### src/rtl/alu_cmd_sequencer_if.sv
`default_nettype none
// =============================================================================
// alu_cmd_sequencer_if: command/response handshake bundle for alu_cmd_sequencer.
// Rev 1.0
// =============================================================================
interface alu_cmd_sequencer_if #(
  parameter int WIDTH = 4,
  parameter int SEL_W = 3
);
  logic             cmd_valid;
  logic             cmd_ready;
  logic [SEL_W-1:0] cmd_sel;
  logic [WIDTH-1:0] cmd_a;
  logic [WIDTH-1:0] cmd_b;
  logic             cmd_src_acc;
  logic             rsp_valid;
  logic             rsp_ready;
  logic [WIDTH-1:0] rsp_result;
  logic             rsp_cout;

  modport master (
    output cmd_valid, cmd_sel, cmd_a, cmd_b, cmd_src_acc, rsp_ready,
    input  cmd_ready, rsp_valid, rsp_result, rsp_cout
  );

  modport slave (
    input  cmd_valid, cmd_sel, cmd_a, cmd_b, cmd_src_acc, rsp_ready,
    output cmd_ready, rsp_valid, rsp_result, rsp_cout
  );
endinterface
`default_nettype wire

### src/rtl/alu_cmd_sequencer.sv
`default_nettype none
// =============================================================================
// alu_cmd_sequencer: registers commands into an external ALU, captures and holds
// the response. Define ALU_SEQ_FLAGS_EN for rsp_zero/rsp_neg outputs. Rev 1.0
// =============================================================================
module alu_cmd_sequencer #(
  parameter int WIDTH    = 4,
  parameter int SEL_W    = 3,
  parameter int ACC_INIT = 0
) (
  input  wire              clk,
  input  wire              rst_n,
  alu_cmd_sequencer_if.slave bus,
  output logic [WIDTH-1:0] alu_a,
  output logic [WIDTH-1:0] alu_b,
  output logic [SEL_W-1:0] alu_sel,
  input  wire  [WIDTH-1:0] alu_result,
  input  wire              alu_cout,
  output logic [WIDTH-1:0] acc,
  output logic [7:0]       cmd_count
`ifdef ALU_SEQ_FLAGS_EN
  ,
  output logic             rsp_zero,
  output logic             rsp_neg
`endif
);

  typedef enum logic [1:0] {
    S_IDLE  = 2'd0,
    S_DRIVE = 2'd1,
    S_RESP  = 2'd2
  } state_t;

  state_t           r_state;
  state_t           w_state_nxt;
  logic             w_cmd_ready;
  logic             r_rsp_valid;
  logic [WIDTH-1:0] r_rsp_result;
  logic             r_rsp_cout;

  always_ff @(posedge clk or negedge rst_n) begin
    if (!rst_n) r_state <= S_IDLE;
    else        r_state <= w_state_nxt;
  end

  always_comb begin
    w_state_nxt = r_state;
    w_cmd_ready = 1'b0;
    case (r_state)
      S_IDLE: begin
        w_cmd_ready = 1'b1;
        if (bus.cmd_valid) w_state_nxt = S_DRIVE;
      end
      S_DRIVE: w_state_nxt = S_RESP;
      S_RESP:  if (bus.rsp_ready) w_state_nxt = S_IDLE;
      default: w_state_nxt = S_IDLE;
    endcase
  end

  // The accumulator read for src_acc is the pre-edge value, so back-to-back
  // accumulate commands chain through the last captured result.
  always_ff @(posedge clk or negedge rst_n) begin
    if (!rst_n) begin
      alu_a        <= '0;
      alu_b        <= '0;
      alu_sel      <= '0;
      r_rsp_valid  <= 1'b0;
      r_rsp_result <= '0;
      r_rsp_cout   <= 1'b0;
      acc          <= WIDTH'(ACC_INIT);
      cmd_count    <= 8'd0;
`ifdef ALU_SEQ_FLAGS_EN
      rsp_zero     <= 1'b0;
      rsp_neg      <= 1'b0;
`endif
    end else begin
      if (r_state == S_IDLE && bus.cmd_valid) begin
        alu_a   <= bus.cmd_src_acc ? acc : bus.cmd_a;
        alu_b   <= bus.cmd_b;
        alu_sel <= bus.cmd_sel;
      end
      if (r_state == S_DRIVE) begin
        r_rsp_result <= alu_result;
        r_rsp_cout   <= alu_cout;
        acc          <= alu_result;
        r_rsp_valid  <= 1'b1;
`ifdef ALU_SEQ_FLAGS_EN
        rsp_zero     <= (alu_result == '0);
        rsp_neg      <= alu_result[WIDTH-1];
`endif
      end
      if (r_state == S_RESP && bus.rsp_ready) begin
        r_rsp_valid <= 1'b0;
        cmd_count   <= cmd_count + 8'd1;
      end
    end
  end

  assign bus.cmd_ready  = w_cmd_ready;
  assign bus.rsp_valid  = r_rsp_valid;
  assign bus.rsp_result = r_rsp_result;
  assign bus.rsp_cout   = r_rsp_cout;

endmodule
`default_nettype wire
### src/flat_wrapper.sv
// flat-port wrapper written by rule: the top's interface ports become plain ports
module alu_cmd_sequencer_flat 
#(
  parameter int WIDTH    = 4,
  parameter int SEL_W    = 3,
  parameter int ACC_INIT = 0
)
  (clk, rst_n, alu_a, alu_b, alu_sel, alu_result, alu_cout, acc, cmd_count, bus_cmd_valid, bus_cmd_sel, bus_cmd_a, bus_cmd_b, bus_cmd_src_acc, bus_rsp_ready, bus_cmd_ready, bus_rsp_valid, bus_rsp_result, bus_rsp_cout);
  alu_cmd_sequencer_if #(.WIDTH(WIDTH), .SEL_W(SEL_W)) bus_i ();
  input  wire clk;
  input  wire rst_n;
  output logic [WIDTH-1:0] alu_a;
  output logic [WIDTH-1:0] alu_b;
  output logic [SEL_W-1:0] alu_sel;
  input  wire  [WIDTH-1:0] alu_result;
  input  wire alu_cout;
  output logic [WIDTH-1:0] acc;
  output logic [7:0] cmd_count;
  input wire logic [$bits(bus_i.cmd_valid)-1:0] bus_cmd_valid;
  input wire logic [$bits(bus_i.cmd_sel)-1:0] bus_cmd_sel;
  input wire logic [$bits(bus_i.cmd_a)-1:0] bus_cmd_a;
  input wire logic [$bits(bus_i.cmd_b)-1:0] bus_cmd_b;
  input wire logic [$bits(bus_i.cmd_src_acc)-1:0] bus_cmd_src_acc;
  input wire logic [$bits(bus_i.rsp_ready)-1:0] bus_rsp_ready;
  output wire logic [$bits(bus_i.cmd_ready)-1:0] bus_cmd_ready;
  output wire logic [$bits(bus_i.rsp_valid)-1:0] bus_rsp_valid;
  output wire logic [$bits(bus_i.rsp_result)-1:0] bus_rsp_result;
  output wire logic [$bits(bus_i.rsp_cout)-1:0] bus_rsp_cout;
  assign bus_i.cmd_valid = bus_cmd_valid;
  assign bus_i.cmd_sel = bus_cmd_sel;
  assign bus_i.cmd_a = bus_cmd_a;
  assign bus_i.cmd_b = bus_cmd_b;
  assign bus_i.cmd_src_acc = bus_cmd_src_acc;
  assign bus_i.rsp_ready = bus_rsp_ready;
  assign bus_cmd_ready = bus_i.cmd_ready;
  assign bus_rsp_valid = bus_i.rsp_valid;
  assign bus_rsp_result = bus_i.rsp_result;
  assign bus_rsp_cout = bus_i.rsp_cout;
  alu_cmd_sequencer #(.WIDTH(WIDTH), .SEL_W(SEL_W), .ACC_INIT(ACC_INIT)) u_core (.clk(clk), .rst_n(rst_n), .bus(bus_i), .alu_a(alu_a), .alu_b(alu_b), .alu_sel(alu_sel), .alu_result(alu_result), .alu_cout(alu_cout), .acc(acc), .cmd_count(cmd_count));
endmodule
### config.mk
export PLATFORM = sky130hd
export DESIGN_NAME = alu_cmd_sequencer_flat
export DESIGN_NICKNAME = d
export VERILOG_FILES = /design/src/rtl/alu_cmd_sequencer_if.sv /design/src/rtl/alu_cmd_sequencer.sv /design/src/flat_wrapper.sv
export SDC_FILE = /design/constraint.sdc
export NUM_CORES = 1
export LEC_CHECK = 0
export ABC_AREA = 1
export CAP_MARGIN = 5
export CELL_PAD_IN_SITES_DETAIL_PLACEMENT = 1
export CELL_PAD_IN_SITES_GLOBAL_PLACEMENT = 1
export CORE_ASPECT_RATIO = 2
export CORE_UTILIZATION = 32
export DETAILED_ROUTE_END_ITERATION = 8
export GPL_TIMING_DRIVEN = 0
export PLACE_DENSITY = 0.79
export SLEW_MARGIN = 20
export SYNTH_ARGS = -nofsm -noshare
export SYNTH_HDL_FRONTEND = slang
export SYNTH_SLANG_ARGS = --single-unit
### constraint.sdc
create_clock -name clk -period 2.7 [get_ports clk]
set_input_delay 0.54 -clock clk [delete_from_list [all_inputs] [get_ports clk]]
set_output_delay 0.54 -clock clk [all_outputs]
set_load 0.01 [all_outputs]
==> flow_summary.ini, run 1 <==
[global_route]
grt_busiest_layer = met2
grtUsageMet1_pct = 17.6
grt_util_met2_pct = 33.8
grt_usage_pct = 17.8
grt_pass1_wl_mm = 5.46
grt_max_degree = 28
gr-total-overflow = 0
grt_use_met3_pct = 2.60
grt_pass1_vias = 1216
antenna_found_initial = 0

[critical_path]
r2r-end = u_core.cmd_count[6]
slowest_stage = clkdlybuf4s50_1
path_cells = nor2_2 -> clkdlybuf4s50_1
cp.required_ns = 2.16
path_max_fanout = 5
critPathKind = reg -> out
rrSetupSlack_ns = 1.33
start_kind = flip-flop
worst-path-buf-inv = 1
cp_top_family = buffers and inverters
timing.rr.start = u_core.cmd_count[1]
crit_path_max_incr_delay_ns = 0.54
end_kind = output port
worst-path-stages = 2
arrival_ns = 1.42
ff2ff_path_depth = 6

[outcome]
status = finished clean

[power]
power.density_nw_per_um2 = 1030
cellLeakagePower_nw = 0.912
ir_drop_mv = 0.487

[route]
drt_wl_total_mm = 3.31
drc = 0
drtIter0Drc = 9
drt-vias-per-instance = 4.59
drtPass1Iterations = 2
ant_nets = 0
wl_per_cell_microns = 13.4
vias = 1130

[die]
die_area_sq_um = 4180
io_pins = 51
core_sq_um = 3680
die_height_microns = 90.4
die_x_microns = 46.2
rows = 31
initial_core_util_pct = 33.9

[yosys]
ys_seq_area_share_pct = 54.1
synthArstFlopShare_pct = 100
synthCells = 144
syn_avg_cell_area_sq_um = 8.68
ys_ff_latch = 27
syn_area_sq_um = 1250
synth-main-ff-cell = dfrtp_1
synth_nets = 166
synth_edf_count = 0
synth_warnings = 0
yosysUniqueCellTypes = 19

[sta]
worst_slew_pin_slew_ns = 0.605
fin_crit_sh_pct = 72.7
rsz0062_at_grt = no
fin_worst_skew_ns = 0.00437
slew_headroom_pct = 59.7
period_needed_ns = 1.96
slew_violations = 0
hold_violations = 0
fmax_mhz = 509
fin_tns_setup_ns = 0
finalSetupViolCount = 0
fin_ws_ns = 0.737

[placement]
dp_hpwl_mm = 2.66
place.gp.congestion = 0.766
dp.cells = 242
dp_slack_ns = 0.867
portBuffers = 49

[finish]
diodes = 0
multiInputGateArea_sq_um = 438
drive_gt1_share_pct = 12.7
fin_cells = 246
n_fill_cell = 438
nNetsFinal = 220
seq_area_sq_um = 676
area_growth_pct = 47.4

[cts]
cts_root_buffer = clkbuf_8
cts_tree = built
clockBufferDepth = 2
cts_resized = 0
post_cts_buffers = 0
clk_pin_slew_ns = 0.09
cts_max_level = 1
cts_buffers = 3
clk_latency_ns = 0.27
cts_sinks = 27
ctsHoldBuffers = 0

[worst_hold_path]
hold_class = in -> async

[flow_run]
drv_cap = 0
## worst reg2reg max path, cell delays in order (launching register included)
cell     delay [ns]
dfrtp_1        0.43
ha_1           0.24
nand3_1        0.09
nor2_1         0.23
nand3_1        0.14
nand2_1        0.10
inv_1          0.04
## registers in the layout, indices dropped and copies added, names as in the netlist
signal	cells
u_core.alu_sel	3
u_core.alu_b	4
u_core.acc	4
u_core.alu_a	4
u_core.bus.rsp_valid	1
u_core.bus.rsp_cout	1
u_core.r_state	2
u_core.cmd_count	8
## worst max-delay path by stage
| stage | endpoint | startpoint |
|---|---|---|
| 5_1_grt | bus_cmd_ready | u_core.r_state[1] |
| 6_report | bus_cmd_ready | u_core.r_state[1] |
| 2_1_floorplan | u_core.cmd_count[6] | u_core.cmd_count[1] |
| 3_3_place_gp | u_core.alu_sel[1] | rst_n |
| 4_1_cts | bus_cmd_ready | u_core.r_state[1] |
| 3_5_place_dp | u_core.cmd_count[7] | bus_rsp_ready |
## through the flow
| step | instance area (sq um) | utilization (%) | hold slack [ns] | power (W) |
|---|---|---|---|---|
| CTS | 1840 | 50.0 | 0.282 | 0.00193 |
| global route | 1840 | 50.0 | 0.298 | 0.00204 |
| global placement | 1800 | 48.9 | 0.456 | 0.00164 |
| floorplan | 1250 | - | 0.244 | 0.00115 |
| finish | 1840 | 50.0 | 0.264 | 0.00189 |
| detailed placement | 1800 | 48.8 | 0.472 | 0.00169 |
## cells in the final DEF (no fill, tap or decap), drive strengths merged
cell type,n
nand2,59
clkdlybuf4s50,48
dfrtp,27
inv,19
buf,9
nand3,7
nor2,7
o21ai,6
o211ai,4
xor2,3
clkbuf,3
nand3b,1
xnor2,1
or2,1
ha,1
clkinv,1
## area by class of cell
class	instances	area share, %
Clock inverter	1	0.272
Timing Repair Buffer	49	26.3
Buffer	8	3.53
Tap cell	49	3.33
Inverter	19	3.87
Clock buffer	3	2.24
Sequential cell	27	36.7
Multi-Input combinational cell	90	23.8
## metal layers
layer	part of all wire (%)	up-vias	routed length [microns]
li1	-	537	-
met1	35	551	1160
met2	60	36	1980
met3	3.4	6	112
met4	1.7	0	57
met5	0	-	0
## cells by family after synthesis
logic type | share of synthesized area (%)
and+or+nand+nor | 24.9
DFF | 54.1
xor gates and xnor gates | 2.80
AOI/OAI and AO/OA | 6.31
buffers and inverters | 10.9
adders and majority gates | 1.00
## synthesized netlist by cell type, types with 2 or more instances
cell type	number	area, sq um
inv_2	2	7.51
o211ai_1	4	30.0
buf_4	5	37.5
nor2_2	3	18.8
buf_6	2	22.5
inv_1	17	63.8
dfrtp_1	27	676
nand2_1	59	221
nor2_1	4	15.0
o21ai_2	5	43.8
xor2_1	3	26.3
nand3_1	6	30.0
## power by group
group	internal [W]	switching (W)
logic	0.000527	0.000415
registers	0.000571	0.000156
clock network	0.000103	0.000121
Power figures use the tool's default switching activity.
==> run 2: changes to the inputs <==
Settings changed: CORE_UTILIZATION 32 to 27, PLACE_DENSITY 0.79 to 0.71.
Clock period 2.7 ns to 1.8 ns, I/O delays scaled along.
==> run 2 against run 1 <==
Critical path depth did not move. Critical endpoint is now bus_rsp_result[1]. Register-to-register slack worse by 0.79 ns. Clock skew down 0.0020 ns. Die area grew 18%. Flip-flop and latch count unchanged. Count of clock-buffer cells in the layout unchanged. Sequential power up 49%.
==> flow_summary.ini, run 2 (synthesis results as in run 1) <==
[outcome]
status = finished clean

[critical_path]
cp.required_ns = 1.44
timing.rr.start = u_core.cmd_count[1]
ff2ff_path_depth = 6
start_kind = flip-flop
end_kind = output port
rrSetupSlack_ns = 0.54
r2r-end = u_core.cmd_count[6]
critPathKind = reg -> out
path_max_fanout = 4
arrival_ns = 1.34

[finish]
seq_area_sq_um = 677
drive_gt1_share_pct = 13.2
nNetsFinal = 220
n_fill_cell = 530
layout.cells.most_common = nand2_1
diodes = 0
multiInputGateArea_sq_um = 438
area_growth_pct = 48.2
fin_cells = 251
largest_reg_flops = 8
final_cell_mix = nand2_1, clkdlybuf4s50_1, dfrtp_1
top_register = u_core.cmd_count

[cts]
cts_max_level = 1
clk_pin_slew_ns = 0.09
cts_sinks = 27
cts_buffers = 3
clockBufferDepth = 2
clk_latency_ns = 0.27
cts_tree = built
cts_root_buffer = clkbuf_8

[placement]
place.gp.congestion = 0.761
dp.cells = 247
dp_hpwl_mm = 2.59
portBuffers = 49
dp_slack_ns = 0.162

[route]
drtPass1Iterations = 2
drt_wl_total_mm = 3.24
ant_nets = 0
wl_per_cell_microns = 12.9
vias = 1102
drtIter0Drc = 4
drt-vias-per-instance = 4.39
drc = 0

[die]
core_sq_um = 4380
die_height_microns = 98.2
die_area_sq_um = 4920
die_x_microns = 50.1
rows = 34
io_pins = 51
initial_core_util_pct = 28.5

[sta]
hold_violations = 0
finalSetupViolCount = 0
fmax_mhz = 587
worst_slew_pin_slew_ns = 0.633
slew_headroom_pct = 57.8
rsz0062_at_grt = no
fin_crit_sh_pct = 94.7
period_needed_ns = 1.70
slew_violations = 0
fin_worst_skew_ns = 0.00239
fin_ws_ns = 0.0951

[power]
p_sw_w = 0.00103
ir_drop_mv = 0.552
p_sw_share_pct = 36.4
power.density_nw_per_um2 = 1530
cellLeakagePower_nw = 0.919
power_frac_clock_pct = 12.4
internal_power_w = 0.00180
combPwrFrac_pct = 49.4
p_seq_share_pct = 38.2

[global_route]
grt_usage_pct = 15.0
grt_pass1_wl_mm = 5.51
grt_pass1_vias = 1191
antenna_found_initial = 0
grt_max_degree = 28
gr-total-overflow = 0

[worst_hold_path]
hold_class = in -> async

[flow_run]
drv_cap = 0
## run 2: area by class of cell
cell class              instances  area share, %
repair buffers                 49           26.3
well taps                      54           3.65
clock buffers                   3           2.23
multi-input cells              90           23.6
plain buffers                   8           3.51
clock inverters                 1          0.270
flip-flops and latches         27           36.5
inverters                      19           3.85
## run 2: routing by layer
layer / vias up / routed length (microns) / global-route usage [%]
met5: - / 0 / 0
met4: 0 / 58 / 7.25
met3: 4 / 112 / 1.56
met2: 28 / 1900 / 28.8
met1: 534 / 1170 / 14.9
li1: 536 / - / -
## run 2: worst max-delay path by stage
stage | slack, ns | depth (start not counted) | startpoint | endpoint
after CTS | 0.02 | 2 | u_core.r_state[1] | bus_cmd_ready
after detailed placement | 0.16 | 6 | bus_rsp_ready | u_core.cmd_count[7]
after global placement | -0.06 | 1 | rst_n | u_core.cmd_count[5]
after global routing | 0.05 | 2 | u_core.acc[1] | bus_rsp_result[1]
after floorplan | 0.66 | 6 | u_core.cmd_count[1] | u_core.cmd_count[6]
final | 0.1 | 2 | u_core.acc[1] | bus_rsp_result[1]
## run 2: through the flow
stage / utilization [%] / hold WS (ns) / power (W) / setup TNS [ns] / cell area, sq um
global placement: 41.3 / 0.459 / 0.00246 / -1.47 / 1810
floorplan: - / 0.0644 / 0.00173 / 0 / 1250
detailed placement: 41.1 / 0.416 / 0.00252 / 0 / 1800
global route: 42.3 / 0.128 / 0.00304 / 0 / 1850
CTS: 42.2 / 0.110 / 0.00289 / 0 / 1850
finish: 42.3 / 0.0931 / 0.00283 / 0 / 1850
## run 2: critical path, stage by stage, from the launching register on
cell and delay [ns]:
dfrtp_1 0.41, buf_4 0.13, clkdlybuf4s50_1 0.53
## run 2: timing repair
action,CTS,global route
resized for setup,0,2
hold buffers,0,0
setup buffers,0,0
setup endpoints to repair,0,1
## run 2: power groups by stage
| stage | logic [W] | registers, W | clock network (W) |
|---|---|---|---|
| finish | 0.00140 | 0.00108 | 0.000352 |
| global route | 0.00153 | 0.00113 | 0.000388 |
| CTS | 0.00143 | 0.00109 | 0.000371 |
| detailed placement | 0.00143 | 0.00110 | 0 |
| global placement | 0.00138 | 0.00108 | 0 |
| floorplan | 0.000567 | 0.00116 | 0 |
